## src/rtl/fifo64_dpram_if.sv

```systemverilog
// Producer/consumer bundle for fifo64_dpram: write port, first-word-fall-through
// read port, occupancy and status. The FIFO itself connects through the slave modport.
interface fifo64_dpram_if #(
  parameter int WIDTH = 8
);
  logic             flush;
  logic [WIDTH-1:0] wr_data;
  logic             wr_en;
  logic             full;
  logic [WIDTH-1:0] rd_data;
  logic             rd_valid;
  logic             rd_ready;
  logic [6:0]       level;
  logic             overflow;

  modport master (
    output flush, wr_data, wr_en, rd_ready,
    input  full, rd_data, rd_valid, level, overflow
  );

  modport slave (
    input  flush, wr_data, wr_en, rd_ready,
    output full, rd_data, rd_valid, level, overflow
  );
endinterface

```

## src/rtl/fifo64_dpram.sv

```systemverilog
// 64-entry FIFO on a 64xWIDTH dual-port RAM, drained through the asynchronous
// read port into a registered valid/ready output stage (65 words total).
module fifo64_dpram #(
  parameter int WIDTH = 8
) (
  input  logic           clk,
  input  logic           reset_n,
  fifo64_dpram_if.slave  bus
);

  logic [WIDTH-1:0] mem [64];
  logic [6:0]       wr_ptr, rd_ptr;
  logic [6:0]       level;
  logic             full, push, drop, pop, load;
  logic [WIDTH-1:0] rd_data_q;
  logic             rd_valid_q, overflow_q;

  // Bit 6 of each pointer is the wrap flag, so the 7-bit difference spans 0..64.
  assign level = wr_ptr - rd_ptr;
  assign full  = (level == 7'd64);
  assign push  = bus.wr_en && !full && !bus.flush;
  assign drop  = bus.wr_en &&  full && !bus.flush;
  assign pop   = rd_valid_q && bus.rd_ready;
  assign load  = (!rd_valid_q || pop) && (level != 7'd0);

  // NOTE: RAM cells carry no reset; pointers alone define which cells hold data,
  // and a reset term here would stop the array mapping onto distributed RAM.
  always_ff @(posedge clk) begin
    if (push) mem[wr_ptr[5:0]] <= bus.wr_data;
  end

  // NOTE: all state uses non-blocking assignments so every register samples
  // pre-edge values, which gives the required no-bypass read-during-write.
  always_ff @(posedge clk or negedge reset_n) begin
    if (!reset_n) begin
      wr_ptr     <= '0;
      rd_ptr     <= '0;
      rd_data_q  <= '0;
      rd_valid_q <= 1'b0;
      overflow_q <= 1'b0;
    end else if (bus.flush) begin
      // rd_data is intentionally left holding its last value.
      wr_ptr     <= '0;
      rd_ptr     <= '0;
      rd_valid_q <= 1'b0;
      overflow_q <= 1'b0;
    end else begin
      if (push) wr_ptr <= wr_ptr + 7'd1;
      if (drop) overflow_q <= 1'b1;
      if (load) begin
        rd_data_q  <= mem[rd_ptr[5:0]];
        rd_ptr     <= rd_ptr + 7'd1;
        rd_valid_q <= 1'b1;
      end else if (pop) begin
        rd_valid_q <= 1'b0;
      end
    end
  end

  assign bus.full     = full;
  assign bus.level    = level;
  assign bus.rd_data  = rd_data_q;
  assign bus.rd_valid = rd_valid_q;
  assign bus.overflow = overflow_q;

endmodule

```

## src/flat_wrapper.sv

```systemverilog
// flat-port wrapper written by rule: the top's interface ports become plain ports
module fifo64_dpram_flat 
#(
  parameter int WIDTH = 8
)
  (clk, reset_n, bus_flush, bus_wr_data, bus_wr_en, bus_rd_ready, bus_full, bus_rd_data, bus_rd_valid, bus_level, bus_overflow);
  fifo64_dpram_if #(.WIDTH(WIDTH)) bus_i ();
  input  logic clk;
  input  logic reset_n;
  input wire logic [$bits(bus_i.flush)-1:0] bus_flush;
  input wire logic [$bits(bus_i.wr_data)-1:0] bus_wr_data;
  input wire logic [$bits(bus_i.wr_en)-1:0] bus_wr_en;
  input wire logic [$bits(bus_i.rd_ready)-1:0] bus_rd_ready;
  output wire logic [$bits(bus_i.full)-1:0] bus_full;
  output wire logic [$bits(bus_i.rd_data)-1:0] bus_rd_data;
  output wire logic [$bits(bus_i.rd_valid)-1:0] bus_rd_valid;
  output wire logic [$bits(bus_i.level)-1:0] bus_level;
  output wire logic [$bits(bus_i.overflow)-1:0] bus_overflow;
  assign bus_i.flush = bus_flush;
  assign bus_i.wr_data = bus_wr_data;
  assign bus_i.wr_en = bus_wr_en;
  assign bus_i.rd_ready = bus_rd_ready;
  assign bus_full = bus_i.full;
  assign bus_rd_data = bus_i.rd_data;
  assign bus_rd_valid = bus_i.rd_valid;
  assign bus_level = bus_i.level;
  assign bus_overflow = bus_i.overflow;
  fifo64_dpram #(.WIDTH(WIDTH)) u_core (.clk(clk), .reset_n(reset_n), .bus(bus_i));
endmodule
```

## config.mk

```make
export PLATFORM = sky130hd
export DESIGN_NAME = fifo64_dpram_flat
export DESIGN_NICKNAME = d
export VERILOG_FILES = /design/src/rtl/fifo64_dpram_if.sv /design/src/rtl/fifo64_dpram.sv /design/src/flat_wrapper.sv
export SDC_FILE = /design/constraint.sdc
export NUM_CORES = 1
export LEC_CHECK = 0
export CAP_MARGIN = 5
export CORE_ASPECT_RATIO = 0.75
export CORE_UTILIZATION = 25
export CTS_BUF_LIST = sky130_fd_sc_hd__clkbuf_2
export CTS_CLUSTER_SIZE = 40
export DETAILED_ROUTE_END_ITERATION = 7
export MAX_ROUTING_LAYER = met4
export PLACE_DENSITY = 0.36
export SYNTH_ARGS = -nofsm -noshare
export SYNTH_HDL_FRONTEND = slang
export SYNTH_SLANG_ARGS = --single-unit
export TNS_END_PERCENT = 50
```

## constraint.sdc

```tcl
create_clock -name clk -period 4.78 [get_ports clk]
set_input_delay 0.956 -clock clk [delete_from_list [all_inputs] [get_ports clk]]
set_output_delay 0.956 -clock clk [all_outputs]
set_load 0.01 [all_outputs]
```

### Word-level counts from Yosys, hierarchy flattened

Memory sizes are Yosys's and may differ from the RTL's. A register that Yosys moved wholly into a read port is not among the register bits.
Index checks and enable logic that the tools add are counted.

| word-level totals | value |
|---|---|
| word-level logic and storage cells | 38 |
| memories | 1 |
| bits in writable memories | 512 |
| output and inout port bits | 18 |
| bits in registers | 16 |
| bits of input ports | 13 |

Memory list:

| memory | words | bits a word | read ports | clocked after Yosys merged registers in | wr ports | line | RTL |
|---|---|---|---|---|---|---|---|
| u_core.mem | 64 | 8 | 1 | 1 | 1 | fifo64_dpram.sv:11 | `logic [WIDTH-1:0] mem [64];` |

| operators by class | value |
|---|---|
| $add $sub $neg | 3 |
| equal/unequal tests | 1 |
| bitwise gates (word level) | 1 |
| muxes and demuxes | 11 |
| reduce and logical (&&, ||, !) cells | 17 |

Operators by type and width:

| kind | number |
|---|---|
| $mux 7 | 4 |
| $add 7x1->7 const B | 2 |
| $eq 7x7->1 const B | 1 |
| $mux 1 | 7 |
| $reduce_bool 7->1 | 1 |
| $sub 7x7->7 | 1 |
| $logic_and 1x1->1 | 6 |
| $reduce_bool 2->1 | 3 |
| $logic_not 1->1 | 4 |
| $reduce_bool 3->1 | 1 |
| $reduce_and 2->1 | 1 |
| $logic_or 1x1->1 | 1 |
| $not 1->1 | 1 |

### Logic depth before layout (Yosys ltp)

Gate-level depths: netlist of the first run.

| depth | value |
|---|---|
| depth after elaboration | 7 |
| mapped depth | 14 |
| mapped depth without buffers | 13 |

### Worst setup path after synthesis of the first run

No wires, ideal clock.

| timing path | value |
|---|---|
| kind | register to register |
| start | register u_core.rd_ptr[2] |
| end | memory u_core.mem[53][0], enable pin |
| period minus slack after synthesis | 3,765 ps |
| cell stages (with the launch flop) | 14 |
| slack | 1,015 ps |
| data arrival time | 3,395 ps |
| buffers on the path | 2 |
| data required time | 4,410 ps |
| cells stage by stage | dfrtp_1 > clkbuf_1 > clkinv_1 > ha_1 > a21o_1 > a21oi_1 > nor2_1 > a311oi_4 > inv_2 > nand2_4 > inv_2 > or4_1 > buf_4 > nor2_1 |

| on the way | value |
|---|---|
| word-level cells in the longest chain between the ends | 7 |

Ends and longest elaborated chain:

| item | line | RTL |
|---|---|---|
| start, declared | fifo64_dpram.sv:12 | `logic [6:0] wr_ptr, rd_ptr;` |
| start signal, assigned | fifo64_dpram.sv:52 | `rd_ptr <= rd_ptr + 7'd1;` |
| $sub 7x7->7 | fifo64_dpram.sv:19 | `assign level = wr_ptr - rd_ptr;` |
| named net bus_level[6] | flat_wrapper.sv:17 | `output wire logic [$bits(bus_i.level)-1:0] bus_level;` |
| $eq 7x7->1 | fifo64_dpram.sv:20 | `assign full = (level == 7'd64);` |
| named net bus_full | flat_wrapper.sv:14 | `output wire logic [$bits(bus_i.full)-1:0] bus_full;` |
| $logic_not 1->1 | fifo64_dpram.sv:21 | `assign push = bus.wr_en && !full && !bus.flush;` |
| $logic_and 1x1->1 (2 in series) | fifo64_dpram.sv:21 |  |
| $mux 1 | fifo64_dpram.sv:29 | `if (push) mem[wr_ptr[5:0]] <= bus.wr_data;` |
| $mux 1 (not written as such) | fifo64_dpram.sv:29 |  |
| end, declared | fifo64_dpram.sv:11 |  |

The timed path passes the listed nets, and every way through them passes these cells.

### Worst setup path after layout of the first run

| timing path | value |
|---|---|
| start | register u_core.rd_ptr[2] |
| end | output bus_level[5] |

| on the way | value |
|---|---|
| word-level cells in the longest chain between the ends | 1 |

Ends and longest elaborated chain:

| item | line |
|---|---|
| $sub 7x7->7 | fifo64_dpram.sv:19 |
| end, declared | flat_wrapper.sv:17 |

Every way passes these cells.

==> run metrics, run 1 <==
via count 11,600; top-count cell post-synth edfxtp_1; Crit. End Element output pin; number of global-route vias before repair 11,800; ys flop type edfxtp_1; Yosys cell types 55; Max Slew Vio Count 0; cell area after layout 0.0247 mm^2; Total Wirelength 62,900 um; initial antenna violation count 3; Yosys warnings 0; static leakage 7.98 nW; Pwr Density 452 mW/mm^2; Place WS 0.569 ns; final number of setup-violating endpoints 0; share of the synthesized area in the top cell type 72.7%; share of cells above drive strength 1 33.8%; skew final 0.0894 ns; first-pass GRT wire length 89,400 um; DR pass1 iterations 5; DRT iter0 DRCs 973; full die area 0.0858 mm^2; Die H 254 um; Setup TNS Final 0 ns; dpl hpwl 38,400 um; minimum clock period 4.62 ns; Max clock buf depth 3; final core utilization 29.7%; Worst VDD drop 0.000255 V; Tot GR Track Use 15.5%; gpl congestion 0.791; mean post-synth cell area 19.6 um^2; max cap viols 0; Net count, final 1,323; Vias per Instance 4.61; total power 11.2 mW; FMAX 0.216 GHz; Synth area leader edfxtp_1; Syn-to-layout area delta 16.7%; Final WS setup 0.155 ns; Netlist Area Pre-Place 0.0211 mm^2; Port Buf Inserts 30; outcome finished clean; Crit Path Max Fanout 4; CTS tree built; Worst slew margin 28.5%; FF+latch count, synth 536; # DRC 0; critical path class reg -> out; Async SR Flop Fraction 4.48%; Synth Net Count 1,098; H-tree levels 4; starting density of the core 25.5%; worst slew pin tran 1.07 ns; cts bufs inserted 139; I/O Pins 31; Die X 338 um; Post-synth EDFFs 512; worst hold slack 0.198 ns; top post-synthesis cells by area edfxtp_1, mux4_2, dfrtp_1; dpl cells 2,263; post-synthesis sequential area ratio 75.6%; row count 91; Cells after Synth 1,076; required time of the critical path 3.82 ns; Hold Path Class in -> reg; Core Area 0.0830 mm^2; clk sinks 536; largest net degree at the start of global routing 88; Worst setup SP type flop; synth cell count leaders edfxtp_1, mux4_2, nor2_1; WP data arrival 3.67 ns; drt wl/cell 25.0 um; clk slew on worst S/H paths 0.11 ns; non-filler cells, final 2,513; root buf cell clkbuf_2; Placed Area 0.0233 mm^2; total gr overflow 0; Tcrit/Tclk final 96.8%; final hold viol count 0; Skew-Pair Late Insertion Delay 1.31 ns; Final ANT Viol Nets 0
-- critical path, cell delays in order, from the launching register on --
cell and delay, ns:
dfrtp_2 0.39, clkinv_1 0.16, ha_1 0.39, o21a_1 0.22, o31a_1 0.12, o311ai_2 0.37
buf_4 0.18, clkdlybuf4s50_1 0.57
-- layer usage --
layer	up-vias	wire [um]	global-route usage [%]
met5	-	0	-
met1	6158	33100	23.9
met4	0	1160	4.90
met2	361	24900	19.2
li1	4966	-	-
met3	108	3810	4.11
-- power by group --
part	internal, mW	total (mW)	switching (mW)	leakage (nW)
clock	1.21	3.12	1.91	0.927
sequential	5.20	5.28	0.0736	4.90
combinational	1.24	2.77	1.53	2.15
-- flip-flops by register name (all words and copies together), names as in the netlist --
name                 cells
u_core.wr_ptr            7
u_core.bus.rd_data       8
u_core.bus.rd_valid      1
u_core.rd_ptr            7
u_core.mem             512
u_core.bus.overflow      1
-- cell usage in the layout, fill, tap and decap left out, types with 6 or more instances in the layout --
master,instances
a211oi_1,9
a21oi_1,25
a221oi_1,12
a22o_1,10
a22oi_1,20
buf_2,9
buf_4,99
clkbuf_2,199
clkdlybuf4s50_1,19
clkinv_1,21
dfrtp_1,17
edfxtp_1,512
inv_1,8
inv_2,9
mux2i_1,36
mux4_2,115
nand2_1,31
nand3_1,12
nand4_1,6
nor2_1,89
nor2b_1,11
nor3_1,9
o21ai_0,12
o22ai_1,8
-- layout make-up --
cell class / count / area (um^2)
diodes: 5 / 12.5
clock buffers: 199 / 996
clock inverters: 33 / 186
fillers: 8262 / 58300
inverters: 14 / 57.6
multi-input cells: 475 / 4950
flip-flops and latches: 536 / 16000
well taps: 1116 / 1400
repair buffers: 135 / 1090
-- what timing repair did --
action | CTS | global route
hold endpoints to repair | 47 | 0
resized for setup | 14 | 12
endpoints found under the setup margin | 5 | 3
setup buffers | 6 | 4
hold buffers | 3 | 0
pin swaps | 2 | 6
-- cell families after synthesis --
kind of cell	count (synthesis)	share of synthesized area, %
AND/OR/NAND/NOR	178	3.82
multiplexers	154	14.1
AO/OA/AOI/OAI	127	4.31
XOR/XNOR	7	0.326
flip-flops	536	75.6
buffers and inverters	65	1.30
adder cells (fa/ha/maj)	9	0.568
-- worst paths after layout --
check                                          from                    end  slack [ns]  cells after the start
worst max-delay path               u_core.rd_ptr[2]           bus_level[5]        0.16                      7
max in group asynchronous                   reset_n       u_core.rd_ptr[1]        3.80                      3
worst min register to register  u_core.bus.overflow    u_core.bus.overflow        0.51                      2
worst min-delay path                 bus_wr_data[4]       u_core.mem[7][4]        0.20                      1
worst max register to register     u_core.wr_ptr[0]      u_core.mem[28][4]        0.89                     16
min in group asynchronous                   reset_n  u_core.bus.rd_data[0]        0.63                      3
Power figures use the tool's default switching activity.
==> run 2: changes to the inputs <==
--- a/config.mk
+++ b/config.mk
@@ -11,6 +11,7 @@
 export CTS_BUF_LIST = sky130_fd_sc_hd__clkbuf_2
 export CTS_CLUSTER_SIZE = 40
 export DETAILED_ROUTE_END_ITERATION = 7
+export HOLD_SLACK_MARGIN = 0.06
 export MAX_ROUTING_LAYER = met4
 export PLACE_DENSITY = 0.36
 export SYNTH_ARGS = -nofsm -noshare
==> run 2 against run 1 <==
Compared with the run above:
- combinational power about the same
- utilization hardly changed
- hold slack better by 0.041 ns
- clock power about the same
- final area about the same
- sequential power is essentially flat
- fmax decreased by 0.57%
- power about the same
- sequential share of layout area is essentially flat
- setup slack worse by 0.026 ns
- global-route usage unchanged
- critical endpoint unchanged
==> run metrics, run 2 (synthesized netlist as in run 1, its figures left out) <==
starting density of the core 25.5% (unchanged); Vias per Instance 4.61 (about the same); Tot GR Track Use 15.5% (unchanged); FMAX 0.215 GHz (was 0.216 GHz); dpl hpwl 38,400 um (unchanged); Total Wirelength 62,900 um (about the same); Seq pwr share 47.2% (was 47.3%); Die H 254 um (unchanged); skew final 0.0841 ns (was 0.0894 ns); Pwr Density 452 mW/mm^2 (about the same); combinational share of power 24.8% (about the same); Register Area 0.0160 mm^2 (unchanged); Skew-Pair Late Insertion Delay 1.34 ns (was 1.31 ns); initial antenna violation count 3 (unchanged); required time of the critical path 3.82 ns (about the same); clk slew on worst S/H paths 0.12 ns (was 0.11 ns); Net count, final 1,324 (was 1,323); Worst slew margin 32.7% (was 28.5%); cell count of the worst reg-to-reg path 16 (unchanged); share of cells above drive strength 1 33.7% (was 33.8%); Core Area 0.0830 mm^2 (unchanged); number of global-route vias before repair 11,800 (about the same); Clk pwr share 28.0% (was 27.9%); total power 11.2 mW (about the same); full die area 0.0858 mm^2 (unchanged); outcome finished clean (unchanged); WHS Path Cells 1 (unchanged); via count 11,600 (about the same); final hold viol count 0 (unchanged); root buf cell clkbuf_2 (unchanged); Tcrit/Tclk final 97.3% (was 96.8%); static leakage 7.98 nW (about the same); internal power 7.66 mW (about the same); gpl congestion 0.791 (unchanged); # DRC 0 (unchanged); Final ANT Viol Nets 0 (unchanged); Setup TNS Final 0 ns (unchanged); cts bufs inserted 139 (unchanged); fillers 8,263 (was 8,262); most common cell after layout, fill and taps aside edfxtp_1 (unchanged); final number of setup-violating endpoints 0 (unchanged); most frequent cells in the layout edfxtp_1, clkbuf_2, mux4_2, buf_4, nor2_1 (unchanged); Worst VDD drop 0.000256 V (was 0.000255 V); footprint of the multi-input gates 0.00495 mm^2 (unchanged); Crit Path Max Fanout 4 (unchanged); critical path class reg -> out (unchanged); largest net degree at the start of global routing 88 (unchanged); Crit. End Element output pin (unchanged); slowest CP cell clkdlybuf4s50_1 (unchanged); CTS tree built (unchanged); WP data arrival 3.70 ns (was 3.67 ns); max reg flops 512 (unchanged); Psw 3.51 mW (about the same); Max clock buf depth 3 (unchanged); max incr delay on CP 0.57 ns (about the same); row count 91 (unchanged); Syn-to-layout area delta 16.8% (was 16.7%); drt wl/cell 25.0 um (about the same); clk sinks 536 (unchanged); worst slew pin tran 1.01 ns (was 1.07 ns); Die X 338 um (unchanged); H-tree levels 4 (unchanged); non-filler cells, final 2,515 (was 2,513); max cap viols 0 (unchanged); dpl cells 2,263 (unchanged); I/O Pins 31 (unchanged); minimum clock period 4.65 ns (was 4.62 ns); total gr overflow 0 (unchanged); Worst setup SP type flop (unchanged); Hold Path Class in -> reg (unchanged); Port Buf Inserts 30 (unchanged); switch share 31.4% (about the same); DR pass1 iterations 5 (unchanged); CP Cell Sequence clkinv_1 -> ha_1 -> o21a_1 -> o31a_1 -> o311ai_2 -> buf_4 -> clkdlybuf4s50_1 (unchanged); DRT iter0 DRCs 1,044 (was 973); Max Slew Vio Count 0 (unchanged); first-pass GRT wire length 89,400 um (unchanged)
## run 2: routing by layer
metal | track usage (%) | share of wire [%]
met1 | 23.9 | 53
met2 | 19.2 | 39
met3 | 4.11 | 6.0
met4 | 4.90 | 1.8
met5 | - | 0
## run 2: cell type report
type	instances	area share, %
clock buffer	199	4.03
inverter	14	0.233
clock inverter	33	0.755
tap	1116	5.66
sequential	536	64.8
multi-input combinational	475	20.1
timing repair buffer	136	4.44
antenna	6	0.0608
## run 2: power by group through the flow
| stage | Clock (mW) | Sequential (mW) | Combinational [mW] |
|---|---|---|---|
| after global routing | 3.51 | 5.28 | 2.97 |
| after CTS | 3.29 | 5.28 | 2.81 |
| after floorplan | 0 | 5.36 | 1.71 |
| after global placement | 0 | 5.41 | 2.74 |
| after detailed placement | 0 | 5.41 | 2.74 |
| final | 3.13 | 5.28 | 2.77 |
## run 2: what timing repair did
action,4_1_cts,5_1_grt
pin swaps,2,6
endpoints found under the setup margin,5,3
buffers inserted,6,4
gates resized for setup,14,12
hold endpoints to repair,58,0
hold buffers,4,0
## run 2: final timing paths
kind / start / to / slack (ns)
hold reg to reg: u_core.bus.overflow / u_core.bus.overflow / 0.51
max in group asynchronous: reset_n / u_core.rd_ptr[1] / 3.82
hold / removal: bus_wr_data[1] / u_core.mem[28][1] / 0.24
setup / recovery: u_core.rd_ptr[2] / bus_level[5] / 0.13
min in group asynchronous: reset_n / u_core.rd_ptr[6] / 0.60
setup reg to reg: u_core.wr_ptr[0] / u_core.mem[28][4] / 0.88
## run 2: per-stage QoR
stage                     hold slack, ns  setup slack (ns)  instance area [um^2]  util [%]
after floorplan                    0.526              1.01                 21100         -
after detailed placement           0.494             0.569                 23300      28.1
after CTS                         0.0957            -0.152                 24600      29.7
after global routing               0.172          -0.00477                 24700      29.7
after global placement             0.477             0.592                 23300      28.1
final                              0.239             0.129                 24700      29.7
## run 2: critical path: cells and delay by family, from the launching register on
| family | cells | cell delay [ns] |
|---|---|---|
| flops | 1 | 0.40 |
| compound gates | 3 | 0.71 |
| buf+inv | 3 | 0.90 |
| fa+ha+maj | 1 | 0.38 |
==> run 3: changes to the inputs <==
--- a/config.mk
+++ b/config.mk
@@ -9,6 +9,7 @@
 export CORE_ASPECT_RATIO = 0.75
 export CORE_UTILIZATION = 25
 export CTS_BUF_LIST = sky130_fd_sc_hd__clkbuf_2
+export CTS_CLUSTER_DIAMETER = 30
 export CTS_CLUSTER_SIZE = 40
 export DETAILED_ROUTE_END_ITERATION = 7
 export HOLD_SLACK_MARGIN = 0.06
==> run 3 against run 2 <==
Compared with the run above:
- via count shrank 2.2%
- sequential share of layout area fell by 1.0 points
- power rose by 7.2%
- non-clock buffer count up 3
- sequential power barely moved
- combinational power is essentially flat
- global-route usage down 0.26 points
- die area unchanged
- cell count fell by 1.3%
- clock-buffer cell count fell by 86
- critical path type unchanged
==> run metrics, run 3 (synthesized netlist as in run 1, its figures left out) <==
dpl hpwl 38,400 um (unchanged); FMAX 0.218 GHz (was 0.215 GHz); Crit Path Max Fanout 6 (was 4); Pwr Density 477 mW/mm^2 (was 452 mW/mm^2); final core utilization 30.2% (was 29.7%); clk slew on worst S/H paths 0.17 ns (was 0.12 ns); Worst VDD drop 0.000258 V (was 0.000256 V); row count 91 (unchanged); Die H 254 um (unchanged); full die area 0.0858 mm^2 (unchanged); H-tree levels 3 (was 4); worst slew pin tran 1.00 ns (was 1.01 ns); # DRC 0 (unchanged); share of cells above drive strength 1 32.6% (was 33.7%); Tot GR Track Use 15.3% (was 15.5%); WP data arrival 3.64 ns (was 3.70 ns); Net count, final 1,294 (was 1,324); critical path class reg -> out (unchanged); Syn-to-layout area delta 18.7% (was 16.8%); first-pass GRT wire length 88,600 um (was 89,400 um); Final WS setup 0.183 ns (was 0.129 ns); dpl cells 2,263 (unchanged); Die X 338 um (unchanged); most frequent cells in the layout edfxtp_1, mux4_2, clkbuf_2, buf_4, nor2_1 (was edfxtp_1, clkbuf_2, mux4_2, buf_4, nor2_1); gpl congestion 0.791 (unchanged); Worst setup SP type flop (unchanged); outcome finished clean (unchanged); total power 12.0 mW (was 11.2 mW); minimum clock period 4.60 ns (was 4.65 ns); Max clock buf depth 3 (unchanged); RSZ-0062 raised after global routing true; largest net degree at the start of global routing 88 (unchanged); initial antenna violation count 2 (was 3); worst hold slack 0.313 ns (was 0.239 ns); Tcrit/Tclk final 96.2% (was 97.3%); skew final 0.134 ns (was 0.0841 ns); Port Buf Inserts 30 (unchanged); Skew-Pair Late Insertion Delay 1.27 ns (was 1.34 ns); Vias per Instance 4.57 (was 4.61); CTS tree built (unchanged); most common cell after layout, fill and taps aside edfxtp_1 (unchanged); Setup TNS Final 0 ns (unchanged); starting density of the core 25.5% (unchanged); total gr overflow 0 (unchanged); number of global-route vias before repair 11,400 (was 11,800); Core Area 0.0830 mm^2 (unchanged); Total Wirelength 62,500 um (was 62,900 um); drt wl/cell 25.2 um (was 25.0 um); max reg flops 512 (unchanged); I/O Pins 31 (unchanged); via count 11,300 (was 11,600); Final ANT Viol Nets 0 (unchanged); Max Slew Vio Count 0 (unchanged); max cap viols 0 (unchanged); Worst slew margin 33.2% (was 32.7%); non-filler cells, final 2,482 (was 2,515); Place WS 0.569 ns (unchanged); required time of the critical path 3.82 ns (about the same); DR pass1 iterations 5 (unchanged); R2R Setup Slk 0.89 ns (was 0.88 ns); Hold Path Class in -> reg (unchanged); DRT iter0 DRCs 993 (was 1,044); static leakage 8.03 nW (was 7.98 nW); final number of setup-violating endpoints 0 (unchanged); final hold viol count 0 (unchanged); Crit. End Element output pin (unchanged); root buf cell clkbuf_2 (unchanged); clk sinks 536 (unchanged); cell area after layout 0.0251 mm^2 (was 0.0247 mm^2); cts bufs inserted 106 (was 139); Placed Area 0.0233 mm^2 (unchanged)
run 3: cell types whose count changed in the layout (fill, tap and decap cells not counted), moves of 2 or more:
cell	change
clkinvlp_4	+9
diode_2	-2
dfrtp_2	-2
dfrtp_1	+2
clkinv_2	+20
clkinv_4	+9
bufinv_16	+18
inv_6	+6
clkinv_1	-8
buf_4	+3
inv_2	-3
clkbuf_2	-86
ha_2	-2
run 3: worst paths after layout:
kind,from,end,cells past startpoint
worst max-delay path,u_core.rd_ptr[2],bus_level[5],7
worst min-delay path,bus_wr_data[1],u_core.mem[28][1],1
worst max register to register,u_core.wr_ptr[0],u_core.mem[33][7],14
worst min register to register,u_core.bus.overflow,u_core.bus.overflow,2
max in group asynchronous,reset_n,u_core.rd_ptr[1],3
min in group asynchronous,reset_n,u_core.rd_ptr[4],3
run 3: critical path: stages, from the launching register on:
cell and delay, ns:
dfrtp_2 0.44, clkinv_1 0.17, ha_1 0.39, o21a_1 0.22
o31a_1 0.13, o311ai_2 0.38, buf_4 0.18, clkdlybuf4s50_1 0.56
run 3: area by class of cell:
class	count	area (um^2)
Clock buffer	113	566
Fill cell	8211	57900
Antenna cell	4	10.0
Sequential cell	536	16000
Timing Repair Buffer	139	1130
Tap cell	1116	1400
Inverter	14	60.1
Clock inverter	85	988
Multi-Input combinational cell	475	4960
run 3: what timing repair did:
item | 4_1_cts | 5_1_grt
endpoints found under the setup margin | 5 | 5
hold endpoints to repair | 46 | 0
resized for setup | 13 | 9
buffers inserted | 5 | 8
hold buffers | 4 | 0
pin swaps | 1 | 6
run 3: power by group:
part	leakage [nW]	switching (mW)	internal, mW
logic	2.18	1.53	1.25
registers	4.90	0.0713	5.21
clock network	0.947	2.05	1.86
run 3: layer usage:
metal / GRT usage (%) / part of all wire (%) / routed length (um) / vias up
li1: - / - / - / 4897
met1: 23.7 / 53 / 32800 / 6035
met2: 19.2 / 39 / 24600 / 312
met3: 4.04 / 6.2 / 3850 / 100
met4: 3.62 / 1.9 / 1170 / 0
met5: - / 0 / 0 / -
